**src/rtl/irrigation_scheduler.sv**
```systemverilog
// irrigation_scheduler: grants the shared water supply to sprinkler or drip with min/max on-time and cooldown.
// Define ROUND_ROBIN_EN to alternate tied requests; otherwise the sprinkler wins every tie.
module irrigation_scheduler #(
   parameter int CNT_W  = 8,
   parameter int MIN_ON = 5,
   parameter int MAX_ON = 60,
   parameter int COOL   = 3
) (
   input  logic             clk,
   input  logic             rst_n,
   input  logic             tick,
   input  logic             req_as,
   input  logic             req_gt,
   input  logic             alin,
   output logic             va,
   output logic             vg,
   output logic             busy,
   output logic             timeout,
   output logic             fault,
   output logic [CNT_W-1:0] sec
);
   typedef enum logic [2:0] {IDLE, RUN_AS, RUN_GT, COOLDOWN, FAULT} stateT;
   localparam logic [CNT_W-1:0] MIN_C = CNT_W'(MIN_ON);
   localparam logic [CNT_W-1:0] MAX_C = CNT_W'(MAX_ON);
   localparam logic [CNT_W-1:0] COOL_C = CNT_W'(COOL);
   localparam logic [CNT_W-1:0] ONE = CNT_W'(1);
   stateT state, stateNext;
   logic [CNT_W-1:0] cnt, cntNext, cntInc;
   logic timeoutNext, runReq, tieAs;
`ifdef ROUND_ROBIN_EN
   logic lastAs;
   assign tieAs = !lastAs;
   always_ff @(posedge clk)
      if (!rst_n) lastAs <= 1'b0;
      else if (state == IDLE && !alin && (req_as || req_gt)) lastAs <= (stateNext == RUN_AS);
`else
   assign tieAs = 1'b1;
`endif
   always_comb begin
      stateNext   = state;
      cntNext     = cnt;
      timeoutNext = timeout;
      runReq      = (state == RUN_AS) ? req_as : req_gt;
      // increment is applied before the MIN_ON compare
      cntInc      = (tick && cnt < MAX_C) ? cnt + ONE : cnt;
      if (alin) begin
         stateNext = FAULT;
         cntNext   = '0;
      end else begin
         case (state)
            IDLE:
               if (req_as || req_gt) begin
                  stateNext   = (req_as && (!req_gt || tieAs)) ? RUN_AS : RUN_GT;
                  cntNext     = '0;
                  timeoutNext = 1'b0;
               end
            RUN_AS, RUN_GT:
               if (cnt == MAX_C) begin
                  stateNext   = COOLDOWN;
                  cntNext     = '0;
                  timeoutNext = 1'b1;
               end else if (!runReq && cntInc >= MIN_C) begin
                  stateNext = COOLDOWN;
                  cntNext   = '0;
               end else cntNext = cntInc;
            COOLDOWN: begin
               stateNext = (cnt == COOL_C) ? IDLE : COOLDOWN;
               cntNext   = (tick && cnt != COOL_C) ? cnt + ONE : cnt;
            end
            FAULT: begin
               stateNext = COOLDOWN;
               cntNext   = '0;
            end
            default: stateNext = IDLE;
         endcase
      end
   end
   always_ff @(posedge clk)
      if (!rst_n) begin
         state   <= IDLE;
         cnt     <= '0;
         timeout <= 1'b0;
      end else begin
         state   <= stateNext;
         cnt     <= cntNext;
         timeout <= timeoutNext;
      end
   assign va    = (state == RUN_AS);
   assign vg    = (state == RUN_GT);
   assign busy  = va || vg || (state == COOLDOWN);
   assign fault = (state == FAULT);
   assign sec   = (va || vg) ? cnt : '0;
endmodule

```
**config.mk**
```make
export PLATFORM = sky130hd
export DESIGN_NAME = irrigation_scheduler
export DESIGN_NICKNAME = d
export VERILOG_FILES = /design/src/rtl/irrigation_scheduler.sv
export SDC_FILE = /design/constraint.sdc
export NUM_CORES = 1
export LEC_CHECK = 0
export CAP_MARGIN = 20
export CORE_MARGIN = 3
export CORE_UTILIZATION = 45
export DETAILED_ROUTE_END_ITERATION = 12
export PLACE_DENSITY = 0.65
export SLEW_MARGIN = 20
export SYNTH_ARGS = -nofsm -noshare
export SYNTH_HDL_FRONTEND = slang
export SYNTH_SLANG_ARGS = --single-unit
```
**constraint.sdc**
```tcl
create_clock -name clk -period 2.5 [get_ports clk]
set_input_delay 0.625 -clock clk [delete_from_list [all_inputs] [get_ports clk]]
set_output_delay 0.625 -clock clk [all_outputs]
set_load 0.01 [all_outputs]
```
Word-level counts from Yosys, hierarchy flattened
Index checks and enable logic that the tools add are counted.
Storage, ports and cells
  flip-flop bits (word level): 12
  bits of input ports: 6
  output and inout port bits: 13
  logic and storage cells: 56
Operators by class
  add/sub/neg operators: 1
  bitwise gates (word level): 2
  order comparisons: 2
  equality and inequality tests: 13
  muxes and demuxes: 18
  reduce and logical (&&, ||, !) cells: 16
Operator list (number)
  $mux 8: 6
  $pmux 8 s4: 1
  $mux 3: 4
  $pmux 3 s4: 1
  $add 8x1->8 const B: 1
  $eq 8x2->1 const B: 1
  $eq 8x6->1 const B: 1
  $ge 8x3->1 const B: 1
  $lt 8x6->1 const B: 1
  $ne 8x2->1 const B: 1
  $eq 3x2->1 const B: 2
  $ne 2x2->1 const B: 3
  $ne 3x3->1 const B: 2
  $mux 2: 2
  $ne 4x4->1 const B: 1
  $reduce_and 2->1: 2
  $reduce_and 4->1: 1
  $reduce_bool 4->1: 1
  $reduce_or 2->1: 2
  $eq 3x1->1 const B: 1
  $eq 3x3->1 const B: 1
  $logic_and 1x1->1: 3
  $logic_not 3->1: 1
  $logic_or 1x1->1: 3
  other kinds (6): 9

Longest topological paths before layout
  word-level depth: 9
  mapped depth: 8
  mapped depth without buffers: 7

Worst setup path before layout
No wires, ideal clock.
  kind: reg-to-reg
  start point: register cnt[0]
  end point: register cnt[4]
  stages on the path, launching flop included: 9
  arrival: 1.785 ns
  data required time: 2.409 ns
  clock period less this slack: 1.876 ns
  library setup time: 0.091 ns
  path buffers: 1
  path slack: 0.624 ns
  cells stage by stage: dfxtp_1 > clkbuf_1 > inv_1 > ha_1 > nor3b_1 > a221o_1 > o21ai_0 > a41oi_1 > a311oi_1
Between the ends
  word-level cells in the longest chain between the ends: 8
Ends and longest elaborated chain
  start: declaration: RTL line 28  | logic [CNT_W-1:0] cnt, cntNext, cntInc;
  start signal: assignment: RTL line 85  | cnt <= cntNext;
  $lt 8x6->1: RTL line 45  | cntInc = (tick && cnt < MAX_C) ? cnt + ONE : cnt;
  $logic_and 1x1->1: RTL line 45
  $mux 8: RTL line 45
  $ge 8x3->1: RTL line 62  | end else if (!runReq && cntInc >= MIN_C) begin
  $logic_and 1x1->1: RTL line 62
  $mux 8: RTL line 62
  $mux 8: RTL line 58  | if (cnt == MAX_C) begin
  $pmux 8 s4: RTL line 50  | case (state)
Several ways; a longest one is shown, not always the timed one. The select of a mux whose other input is x is not followed.
A chain may end at the register's enable or synchronous reset.

Worst setup path in the final report
  start point: register cnt[3]
  end point: output port sec[3]
Between the ends
  word-level cells in the longest chain between the ends: 1
Ends and longest elaborated chain
  $mux 8: RTL line 92  | assign sec = (va || vg) ? cnt : '0;
  end: declaration: RTL line 20  | output logic [CNT_W-1:0] sec
No other way between the ends.

==> metrics <==
Reg2Reg Launch Point cnt[1]; synthesized instance count 150; summed instance area of the synthesized netlist 1150 sq um; first-pass GRT wire length 5.61 mm; total half-perimeter wirelength after legalization and detailed placement 2.48 mm; cell taking the most area after synthesis sky130_fd_sc_hd__dfxtp_1; Antenna Diode Count 0; IO Pins 19; Final Hold Fails 0; mean post-synth cell area 7.69 sq um; transition time at the pin with the least slew margin 415 ps; largest voltage drop on the vdd net 0.286 mV; clock root buffer sky130_fd_sc_hd__clkbuf_4; number of antenna-violating nets in the routed design 0; global placement routability congestion 0.891; sequential share of the synthesized area 20.8%; final-report setup violation count 0; post-synth net total 158; Slew Limit Fails 0; Clk pwr share 31.1%; Tot GR Track Use 22.1%; 1st-pass router iterations 4; synth unique cells 54; layout cells sized above 1 17.4%; total grt overflow 0; power spent charging and discharging nets 0.000180 W; Tmin final 2400 ps; layout overhead on the synthesized area 27.7%; maximum fanout along the worst path 10; sequential share of power 36.7%; worst reg2reg endpoint cnt[6]; DR DRC count 0; number of violations reported at the end of detailed-routing iteration 0 70; overall die height 56.6 um; launch instance of the worst min-delay path timeout; CP Data Required Time 1880 ps; total number of vias 1246; count of standard-cell rows 17; worst reg-to-reg path cell count 7; PD cells 371 nW/um^2; Clock transition at path regs 90 ps; Final Util 63.5%; floorplan die area 3210 sq um; CTS tree built; number of buffers on the longest clock path 2; asr flop ratio synth 0%; synthesized flop and latch total 12; share of the cycle needed by the critical path after routing 95.8%; CP Launch Type flip-flop; pin count of the biggest net entering global routing 23; worst hold endpoint timeout; insertion delay of the later-clocked pin in the worst-skew pair 290 ps; effective utilization at floorplan 49.8%; capturing element type of the critical path primary output; Floorplan Core Area 2320 sq um; Syn. warnings 0; mean number of vias per cell 6.23; total chip power 0.000546 W; most area-consuming cells after synthesis sky130_fd_sc_hd__dfxtp_1 21%, sky130_fd_sc_hd__and2_1 4.3%, sky130_fd_sc_hd__mux2i_1 4.3%; number of nets in the layout 181; RSZ-0062 raised after global routing no; kind of critical path flip-flop to primary output; total non-filler cell area in the finished layout 1470 sq um; CTS Hold Buffers Added 0; via count of the first global-routing pass 1138; total internal power 0.000366 W; number of buffers added for setup after CTS 0; number of CTS-inserted buffers 3; Sink Count 12; Post-synth EDFFs 0; Port Buf Inserts 18; dominant register cell in the synthesized netlist sky130_fd_sc_hd__dfxtp_1; upper clock frequency limit 417 MHz; WHS 545 ps; worst hold stages 1; Placement Cell Area 1410 sq um; share of total power in combinational logic 32.2%; die span in x 56.6 um; FF-to-FF setup slack 430 ps; class of the worst hold path flip-flop to flip-flop; Detailed Route WL 3.43 mm; maximum level of the CTS H-tree 1; run status finished, final reports clean; crit path DAT 1770 ps; reported max-cap violation count 0; switching part of the total power 33.0%; Max Clock Skew 4.05 ps; per-cell routed wire length 17.2 um; Rel. slew slack 72.1%; Synth top area share 20.8%; cell leakage power 0.541 nW; antenna violations before repair 0
==> worst max path at each step <==
stage / from / endpoint / slack, ps
3_3_place_gp: tick / state[0] / 30
4_1_cts: state[0] / sec[7] / 70
6_report: cnt[3] / sec[3] / 100
2_1_floorplan: cnt[0] / cnt[4] / 620
5_1_grt: cnt[3] / sec[3] / 20
3_5_place_dp: tick / cnt[6] / -30
==> area by class of cell <==
cell class / count / area [sq um]
clock buffers: 4 / 36.3
fillers: 213 / 846
inverters: 7 / 26.3
multi-input cells: 116 / 830
flip-flops and latches: 12 / 240
well taps: 28 / 35.0
repair buffers: 33 / 305
==> critical path: stages (launching register included) <==
cell and delay, ps:
sky130_fd_sc_hd__dfxtp_1 540, sky130_fd_sc_hd__inv_1 110, sky130_fd_sc_hd__nor3_1 250, sky130_fd_sc_hd__clkdlybuf4s50_1 580
==> kinds of logic (layout without fill, tap and decap cells) <==
kind of cell	after synthesis	in the layout	synth area share [%]
AOI/OAI and AO/OA	42	42	28.6
xor gates and xnor gates	2	2	1.52
adders and majority gates	2	2	2.17
buffers and inverters	22	44	9.22
DFF	12	12	20.8
muxes	6	6	5.31
and+or+nand+nor	64	64	32.3
==> Yosys cell counts, drive strengths merged (4+ instances only) <==
library cell	number
a31oi	4
nor3	9
o21ai	5
and2	8
nor3b	4
nor2	8
buf	10
nand2	10
nand2b	4
nor4	4
dfxtp	12
inv	7
mux2i	5
clkbuf	5
a21oi	6
==> metal layers <==
| metal | GRT usage (%) | share of wire (%) |
|---|---|---|
| met5 | 0 | 0 |
| met4 | 9.49 | 1.4 |
| met3 | 2.30 | 6.3 |
| met2 | 33.7 | 47 |
| met1 | 31.1 | 45 |
==> timing repair <==
action / in CTS / in global routing
cloned: 0 / 0
endpoints found under the setup margin: 5 / 5
resized for setup: 3 / 2
==> placed cells by master (no fill, tap or decap), types with 2 or more instances in the layout <==
cell	instances
sky130_fd_sc_hd__nor2b_1	2
sky130_fd_sc_hd__nand3b_1	3
sky130_fd_sc_hd__inv_1	7
sky130_fd_sc_hd__clkdlybuf4s50_1	18
sky130_fd_sc_hd__o21ai_0	4
sky130_fd_sc_hd__and2_1	8
sky130_fd_sc_hd__and4_1	2
sky130_fd_sc_hd__nor2_4	3
sky130_fd_sc_hd__nor3_1	8
sky130_fd_sc_hd__nand4_1	3
sky130_fd_sc_hd__o21a_1	2
sky130_fd_sc_hd__clkbuf_4	3
sky130_fd_sc_hd__ha_1	2
sky130_fd_sc_hd__o211ai_1	3
sky130_fd_sc_hd__a211oi_1	2
sky130_fd_sc_hd__a41o_1	2
sky130_fd_sc_hd__nand3_1	3
sky130_fd_sc_hd__mux2i_1	5
sky130_fd_sc_hd__o32ai_1	2
sky130_fd_sc_hd__a31oi_1	4
sky130_fd_sc_hd__nand2_1	10
sky130_fd_sc_hd__nand2b_1	4
sky130_fd_sc_hd__nor3b_1	4
sky130_fd_sc_hd__dfxtp_1	12
sky130_fd_sc_hd__a21oi_1	6
sky130_fd_sc_hd__nor4_1	4
sky130_fd_sc_hd__buf_4	14
sky130_fd_sc_hd__nor2_1	5
==> power groups by stage <==
stage | registers (W) | clock network, W | logic, W
after global placement | 0.000203 | 0 | 0.000164
after detailed placement | 0.000203 | 0 | 0.000167
after floorplan | 0.000203 | 0 | 0.0000967
after global routing | 0.000201 | 0.000181 | 0.000188
after CTS | 0.000199 | 0.000170 | 0.000171
final | 0.000200 | 0.000170 | 0.000176
==> sequential cells by signal (all words and copies together) (netlist names) <==
register and cells:
cnt 8, state 3, timeout 1
==> metrics by stage <==
step / TNS (ps) / setup slack, ps / std cells
6_report: 0 / 105 / 200
3_5_place_dp: -28.5 / -27.5 / 196
2_1_floorplan: 0 / 624 / 150
4_1_cts: 0 / 69.2 / 200
3_3_place_gp: 0 / 30.5 / 196
5_1_grt: 0 / 18.5 / 200
Note: power is estimated with default switching activity, not from simulation.
